==> config.mk <==
export PLATFORM = sky130hd
export DESIGN_NAME = cim_comb_rx
export DESIGN_NICKNAME = d
export VERILOG_FILES = /design/src/rtl/cim_comb_rx_pkg.sv /design/src/rtl/cim_comb_slot.sv /design/src/rtl/cim_comb_rx.sv
export SDC_FILE = /design/constraint.sdc
export NUM_CORES = 2
export LEC_CHECK = 0
export CAP_MARGIN = 20
export CELL_PAD_IN_SITES_DETAIL_PLACEMENT = 1
export CELL_PAD_IN_SITES_GLOBAL_PLACEMENT = 1
export CORE_MARGIN = 2
export CORE_UTILIZATION = 45
export DETAILED_ROUTE_END_ITERATION = 6
export GPL_TIMING_DRIVEN = 0
export HOLD_SLACK_MARGIN = 0.12
export PLACE_DENSITY = 0.67
export SKIP_CTS_REPAIR_TIMING = 1
export SLEW_MARGIN = 25
export SYNTH_ARGS = -nofsm -noshare
export SYNTH_HDL_FRONTEND = slang
export SYNTH_SLANG_ARGS = --single-unit
==> constraint.sdc <==
create_clock -name clk -period 9.7 [get_ports clk]
set_clock_uncertainty 0.05 [all_clocks]
set_input_delay 0.97 -clock clk [delete_from_list [all_inputs] [get_ports clk]]
set_output_delay 0.97 -clock clk [all_outputs]
set_load 0.005 [all_outputs]
==> src/rtl/cim_comb_rx_pkg.sv <==
// Shared definitions for the cim_comb_rx receive path.
// Holds the default geometry of the shift chain (word width, words per frame,
// slot-index width, result width, post-difference shift) and the receive FSM
// state encoding used by the top level.
package cim_comb_rx_pkg;

  localparam int dw_def    = 32;  // integrator chain word width
  localparam int nw_def    = 34;  // words per frame (cos/sin for 17 channels)
  localparam int aw_def    = 6;   // slot-index width
  localparam int ow_def    = 24;  // result width
  localparam int shift_def = 8;   // arithmetic right shift after second difference

  typedef enum logic [1:0] {
    st_sync = 2'd0,  // waiting for a gap so we start on a frame boundary
    st_idle = 2'd1,  // between frames
    st_run  = 2'd2   // inside a frame
  } rx_state_e;

endpackage

==> src/rtl/cim_comb_slot.sv <==
// Two-stage comb datapath shared by all word slots of a frame.
// Stage 1 registers the incoming word and its slot index. Stage 2 reads the
// per-slot history (z1 = previous word, z2 = previous first difference), forms
// the second difference, shifts and saturates it, and writes the history back.
// Ports:
//   clk, rst            clock, synchronous active-high reset
//   in_val/in_x/in_slot accepted word, its value and slot index
//   emit                high when results may be presented (chain primed)
//   res_out/res_ch      saturated result and its slot index
//   res_val             result strobe
module cim_comb_slot
  import cim_comb_rx_pkg::*;
#(
  parameter int dw    = dw_def,
  parameter int nw    = nw_def,
  parameter int aw    = aw_def,
  parameter int ow    = ow_def,
  parameter int shift = shift_def
) (
  input  logic          clk,
  input  logic          rst,
  input  logic          in_val,
  input  logic [dw-1:0] in_x,
  input  logic [aw-1:0] in_slot,
  input  logic          emit,
  output logic [ow-1:0] res_out,
  output logic [aw-1:0] res_ch,
  output logic          res_val
);

  localparam logic signed [dw-1:0] sat_max = dw'((64'd1 << (ow - 1)) - 64'd1);
  localparam logic signed [dw-1:0] sat_min = ~sat_max;

  logic          s1_val;
  logic [dw-1:0] s1_x;
  logic [aw-1:0] s1_k;

  // NOTE: the history is deliberately left without a reset so it maps onto
  // distributed RAM; the priming frames overwrite every slot before use.
  logic [dw-1:0] z1_mem [nw];
  logic [dw-1:0] z2_mem [nw];

  logic [dw-1:0]        d1;
  logic signed [dw-1:0] d2;
  logic signed [dw-1:0] shifted;
  logic [ow-1:0]        sat_val;

  // NOTE: registers use non-blocking assignments so every flop samples the
  // pre-edge value of its neighbours, independent of block ordering.
  always_ff @(posedge clk) begin
    s1_x <= in_x;
    s1_k <= in_slot;
    if (rst) s1_val <= 1'b0;
    else     s1_val <= in_val;
  end

  // Differences wrap modulo 2**dw, matching the integrators upstream.
  assign d1      = s1_x - z1_mem[s1_k];
  assign d2      = d1 - z2_mem[s1_k];
  assign shifted = d2 >>> shift;

  // NOTE: the default assignment first keeps this block free of latches.
  always_comb begin
    sat_val = shifted[ow-1:0];
    if (shifted > sat_max)      sat_val = sat_max[ow-1:0];
    else if (shifted < sat_min) sat_val = sat_min[ow-1:0];
  end

  // A word still in flight when reset hits must not disturb the history.
  always_ff @(posedge clk) begin
    if (s1_val && !rst) begin
      z1_mem[s1_k] <= s1_x;
      z2_mem[s1_k] <= d1;
    end
  end

  always_ff @(posedge clk) begin
    if (rst) begin
      res_val <= 1'b0;
      res_out <= '0;
      res_ch  <= '0;
    end else begin
      res_val <= s1_val && emit;
      if (s1_val && emit) begin
        res_out <= sat_val;
        res_ch  <= s1_k;
      end
    end
  end

endmodule

==> src/rtl/cim_comb_rx.sv <==
// Receive end of the cascaded-integrator shift chain.
// Frames the gated word stream into slots, feeds the comb datapath, tracks
// priming (two complete frames since reset), flags short/overlong frames and
// pulses frame_done after each complete frame.
// Ports:
//   clk, rst        clock, synchronous active-high reset
//   sr_in, sr_val   serial word stream and its gate
//   res_out/res_ch  signed comb result and slot index; res_val strobe
//   frame_done      one-cycle pulse after the last result of a full frame
//   err_long        sticky: a frame had more than nw words
//   err_short       sticky: a frame ended with fewer than nw words
//   clr_err         clears both sticky errors
module cim_comb_rx
  import cim_comb_rx_pkg::*;
#(
  parameter int dw    = dw_def,
  parameter int nw    = nw_def,
  parameter int aw    = aw_def,
  parameter int ow    = ow_def,
  parameter int shift = shift_def
) (
  input  logic          clk,
  input  logic          rst,
  input  logic [dw-1:0] sr_in,
  input  logic          sr_val,
  output logic [ow-1:0] res_out,
  output logic [aw-1:0] res_ch,
  output logic          res_val,
  output logic          frame_done,
  output logic          err_long,
  output logic          err_short,
  input  logic          clr_err
);

  // One extra counter bit so a count past nw is representable.
  localparam logic [aw:0] nw_c  = (aw + 1)'(nw);
  localparam logic [aw:0] one_c = (aw + 1)'(1);

  rx_state_e   state, state_nxt;
  logic [aw:0] cnt;
  logic        take;
  logic        end_frame;
  logic [aw-1:0] slot;
  logic        full_end, long_end, short_end;
  logic [1:0]  prime_cnt;
  logic        primed;
  logic        fd_pend;

  always_ff @(posedge clk) begin
    if (rst) state <= st_sync;
    else     state <= state_nxt;
  end

  always_comb begin
    state_nxt = state;
    case (state)
      st_sync: if (!sr_val) state_nxt = st_idle;
      st_idle: if (sr_val)  state_nxt = st_run;
      st_run:  if (!sr_val) state_nxt = st_idle;
      default: state_nxt = st_sync;
    endcase
  end

  always_comb begin
    take      = 1'b0;
    end_frame = 1'b0;
    slot      = '0;
    case (state)
      st_idle: take = sr_val;
      st_run: begin
        take      = sr_val && (cnt < nw_c);
        end_frame = !sr_val;
        slot      = cnt[aw-1:0];
      end
      default: ;
    endcase
  end

  // cnt holds the number of words received so far; it stops at nw+1, which
  // is enough to tell an overlong frame apart.
  always_ff @(posedge clk) begin
    if (rst)                                         cnt <= '0;
    else if (state == st_idle && sr_val)             cnt <= one_c;
    else if (state == st_run && sr_val && cnt <= nw_c) cnt <= cnt + one_c;
  end

  assign full_end  = end_frame && (cnt == nw_c);
  assign long_end  = end_frame && (cnt > nw_c);
  assign short_end = end_frame && (cnt < nw_c);
  assign primed    = (prime_cnt == 2'd2);

  always_ff @(posedge clk) begin
    if (rst) begin
      prime_cnt  <= '0;
      fd_pend    <= 1'b0;
      frame_done <= 1'b0;
      err_long   <= 1'b0;
      err_short  <= 1'b0;
    end else begin
      if (full_end && !primed) prime_cnt <= prime_cnt + 2'd1;
      // The extra stage places frame_done after the last result of the frame.
      fd_pend    <= full_end;
      frame_done <= fd_pend;
      // A new error outranks a simultaneous clear.
      if (long_end)     err_long <= 1'b1;
      else if (clr_err) err_long <= 1'b0;
      if (short_end)    err_short <= 1'b1;
      else if (clr_err) err_short <= 1'b0;
    end
  end

  cim_comb_slot #(
    .dw(dw), .nw(nw), .aw(aw), .ow(ow), .shift(shift)
  ) u_slot (
    .clk    (clk),
    .rst    (rst),
    .in_val (take),
    .in_x   (sr_in),
    .in_slot(slot),
    .emit   (primed),
    .res_out(res_out),
    .res_ch (res_ch),
    .res_val(res_val)
  );

endmodule

# == Yosys cells after proc, flatten, opt, wreduce, memory -nomap -nowiden ==
# Memories as Yosys holds them, arrays and structs flattened. A register that Yosys moved wholly into a read port is not among the register bits.
# Cells that the tools add are included.
# totals
regBits,85
ram_bits,2176
in_bits,36
output_inout_bits,34
wordCells,67
memories,2
# memory_table
name,depth,word_bits,read_ports,rd_ports_with_merged_regs,write_ports,line_no,rtl
u_slot.z1_mem,34,32,1,1,1,cim_comb_slot.sv:40,logic [dw-1:0] z1_mem [nw];
u_slot.z2_mem,34,32,1,1,1,cim_comb_slot.sv:41,logic [dw-1:0] z2_mem [nw];
# classes
addsub,4
order_cmp,5
n_eq_ne,6
muxes,16
reduce_logical,20
# op_table
operator,count
subtractor 32 bit,2
2-to-1 mux 24 bit,2
"> comparator 24 bit, second input constant",1
"< comparator 24 bit, second input constant",1
2-to-1 mux 6 bit,2
logical AND 1 bit,10
2-to-1 mux 1 bit,8
"adder 7 x 1 -> 7 bit, second input constant",1
"equality test 7 x 6 -> 1 bit, second input constant",1
"> comparator 7 x 6 -> 1 bit, second input constant",1
"less-or-equal comparator 7 x 6 -> 1 bit, second input constant",1
"< comparator 7 x 6 -> 1 bit, second input constant",1
nonzero test 2 bit,3
"equality test 2 bit, second input constant",2
2-to-1 mux 2 bit,2
"inequality test 2 bit, second input constant",2
one-hot mux 2 bit (2 select lines),1
OR reduction 2 bit,2
logical NOT 1 bit,3
"adder 2 x 1 -> 2 bit, second input constant",1
"equality test 2 x 1 -> 1 bit, second input constant",1
logical NOT 2 bit,1
one-hot mux 1 bit (2 select lines),1
AND reduction 2 bit,1

# == Depth between registers and ports, before layout ==
# depth
depth_word,5
depth_mapped,41
depth_no_buf,31

# == By module ==
# From an unflattened synthesis, not the netlist that was laid out.
# unflattened
hier_cells,5068
area_unflattened_um2,87824.2
# modules_own_cells
mod,instances,cells_per_inst,area_each_um2,seq_area_each_um2
cim_comb_slot,1,4969,86989.7,66744.0
cim_comb_rx,1,99,834.6,300.3

# == Least setup slack after synthesis ==
# Ideal clock, no wire load.
# synth_path
kind,register to register
from,"register, netlist name u_slot.s1_k[2]"
to,register u_slot.res_out[20]
setup_ns,0.073
arrival_ns,7.784
required_ns,9.577
path_slack_ns,1.793
stages_incl_launch_ff,34
path_buffers,11
period_less_slack_ns,7.907
cell_sequence,dfxtp_1 buf_4 buf_4 buf_6 buf_4 buf_4 buf_4 buf_2 buf_2 buf_2 buf_2 mux2i_1 o22ai_1 a221o_1 a221oi_1 o22ai_1 nor2_1 a21oi_1 a21oi_1 ha_1 clkbuf_1 a21oi_1 o21ai_0 a31oi_1 o21ai_1 a311oi_1 xor2_1 a21oi_1 o221ai_1 a32oi_1 nand3_2 maj3_2 a211o_1 o211ai_2
# synth_lines
item,line_no,rtl
to (signal assigned),cim_comb_slot.sv:85,res_out <= sat_val;
to (decl),cim_comb_slot.sv:26,"output logic [ow-1:0] res_out,"

==> metrics.txt <==
GPL Wtd Cong=0.879; register bit total from synthesis=2,261; die width=446 um; Startpoint Class=flop; core area=194,000 um^2; 1st-iter DRT viols=9,174; failing checks=negative setup slack; number of global-route vias before repair=57,100; worst r2r dst=u_slot.res_out[13]$_SDFFE_PP0P_; leakage power=33.5 nW; min-delay worst type=flop to flop; most frequent CP cell=a21oi_1; worst skew pair latency=0.89 ns; critical path class=flop to flop; synth warn=0; CTS tree=done; Tightest Pin Transition=1.18 ns; initial antenna violation count=13; routed wire length=346,000 um; clk buf depth=3; critical path fanouts, max=10; Std-Cell Rows=162; post-layout minimum cycle time=9.73 ns; commonest non-fill, non-tap cells in the layout=edfxtp_1, a22oi_1, a21oi_1, clkbuf_16, a221oi_1; clock sink total=2,261; CP endpoint=u_slot.res_out[13]$_SDFFE_PP0P_; Max IR drop VDD=0.242 mV; sequential area share after synthesis=0.764; CTS Root Cell=clkbuf_16; footprint of the multi-input gates=20,000 um^2; worst setup path startpoint=u_slot.s1_k[2]$_SDFF_PN0_; P per Cell Area=191 nW/um^2; top cells by area, synth=edfxtp_1, a22oi_1, mux2i_1; number of library cell types mapped by synthesis=109; gr ovfl total=0; final hold violations=0; delay of the slowest cell on the worst path=0.72 ns; Crit path depth=33; CP max-delay cell=clkbuf_1; number of I/O pins=70; final-stage net count=5,732; share of cells above drive strength 1=0.193; RR Startpoint=u_slot.s1_k[2]$_SDFF_PN0_; Post-route DRC=0; FMAX=103 MHz; Vias per Instance=6.85; crit path buf inv count=7; worst setup margin=-0.0300 ns; vias=57,400; commonest non-fill, non-tap cell in the layout=edfxtp_1; max-cap violations=0; CTS clk-pin slew, worst paths=0.06 ns; wire length per cell=41.3 um; required time worst endpoint=10.41 ns; Yosys top cell by area=edfxtp_1; Slew headroom=0.207; Layout fillers=17,500; largest net degree at the start of global routing=40; post-place setup slack=-1.35 ns; H-tree levels=4; post-synthesis net count=5,182; final core occ=0.544; final worst path period share=1.00; status=finished with violations; FF+latch area=67,100 um^2; antenna-violating nets left=0; asr flop ratio synth=0; Synth Flop Type=edfxtp_1; # setup viols final=1; Pre-Repair DR Iteration Count=6; Mapped Area=87,700 um^2; Die Ht=446 um; reg2reg setup slack=-0.03 ns; initial core utilization=0.451; TritonCTS buffer count=221; WP data arrival=10.44 ns; first-pass GRT wire length=467,000 um; Post-Syn Area per Cell=17.2 um^2; die area=199,000 um^2; HPWL after DPL=234,000 um; synth-to-layout area growth=20.5%; Critical Path Sink Type=flop; r2r worst-path depth=33; port buffer count=69; EDFF count, synth=2,176; Mapped Cells=5,087; GRT Util Overall=0.343; Slew Viols, Final=0; share of the synthesized area in the top cell type=0.745; CP delay by family, top=compound AO/OA/AOI/OAI gates
-- kinds of logic (layout without fill, tap and decap cells) --
kind of cell             Yosys count  after routing  synth area share
AND/OR/NAND/NOR                  626            626            0.0357
other                              0              9                 0
multiplexers                     380            380            0.0536
adder cells (fa/ha/maj)           66             66           0.00931
buffers and inverters            347           1084            0.0184
AO/OA/AOI/OAI                   1340           1340             0.112
XOR/XNOR                          67             68           0.00695
flip-flops                      2261           2261             0.764
-- sequential cells by signal (all words and copies together) (netlist names) --
signal / count
err_short: 1
u_slot.s1_x: 32
state: 2
u_slot.s1_k: 6
prime_cnt: 2
u_slot.res_val: 1
u_slot.z2_mem: 1088
frame_done: 1
u_slot.z1_mem: 1088
err_long: 1
cnt: 7
u_slot.res_out: 24
u_slot.res_ch: 6
fd_pend: 1
u_slot.s1_val: 1
-- final cells by class --
class / instances / area share
Antenna cell: 9 / 0.000213
Timing Repair inverter: 1 / 0.0000710
Clock buffer: 291 / 0.0573
Clock inverter: 120 / 0.0105
Inverter: 26 / 0.000983
Timing Repair Buffer: 334 / 0.0607
Buffer: 312 / 0.0162
Sequential cell: 2261 / 0.635
Tap cell: 2542 / 0.0301
Multi-Input combinational cell: 2480 / 0.189
-- metrics by stage --
stage | std cells | cell area (um^2) | setup TNS, ns | power (mW) | hold WS (ns)
2_1_floorplan | 5087 | 87700 | 0 | 11.3 | 0.364
3_3_place_gp | 7698 | 91600 | - | 11.6 | 0.375
3_5_place_dp | 7954 | 98000 | -61.70 | 11.7 | 0.385
4_1_cts | 8365 | 105000 | -67.82 | 20.2 | 0.403
5_1_grt | 8367 | 106000 | -0.132 | 20.6 | 0.427
6_report | 8376 | 106000 | -0.0300 | 20.2 | 0.393
-- per-layer routing --
| metal | routed length (um) | track usage | share of wire |
|---|---|---|---|
| met5 | 22 | 0 | 0.000064 |
| met4 | 26100 | 0.218 | 0.076 |
| met3 | 37100 | 0.0734 | 0.11 |
| met2 | 159000 | 0.537 | 0.46 |
| met1 | 124000 | 0.435 | 0.36 |
-- cells in the mapped netlist (all sizes together) (8+ instances only) --
library cell	n
o21a	13
inv	25
dfxtp	85
xnor2	28
a21oi	238
a221o	18
a22oi	318
nand2	139
mux2	106
o22ai	66
ha	58
mux2i	214
nor2	202
xor2	38
buf	151
mux4	60
clkbuf	170
and2	19
nor3	48
o221ai	15
a211oi	40
o211ai	12
nand3	40
a22o	124
or2	11
edfxtp	2176
a21o	29
o21ai	116
nor3b	10
a31oi	40
nand4	62
a311oi	19
and3	13
nand2b	15
o31ai	8
a221oi	225
nor2b	19
-- power by group --
group	switching, mW	internal [mW]
logic	0.483	0.208
registers	0.0559	10.8
clock network	3.83	4.83
total	4.37	15.8
-- worst min path at each step --
stage | slack [ns] | from | depth (start not counted) | endpoint
final | 0.39 | fd_pend$_SDFF_PP0_ | 1 | frame_done$_SDFF_PP0_
after global routing | 0.43 | u_slot.res_ch[0]$_SDFFE_PP0P_ | 2 | u_slot.res_ch[0]$_SDFFE_PP0P_
after CTS | 0.40 | fd_pend$_SDFF_PP0_ | 1 | frame_done$_SDFF_PP0_
after floorplan | 0.36 | fd_pend$_SDFF_PP0_ | 1 | frame_done$_SDFF_PP0_
after global placement | 0.37 | fd_pend$_SDFF_PP0_ | 1 | frame_done$_SDFF_PP0_
after detailed placement | 0.39 | fd_pend$_SDFF_PP0_ | 1 | frame_done$_SDFF_PP0_
No activity file was read; power rests on OpenSTA's default activity.
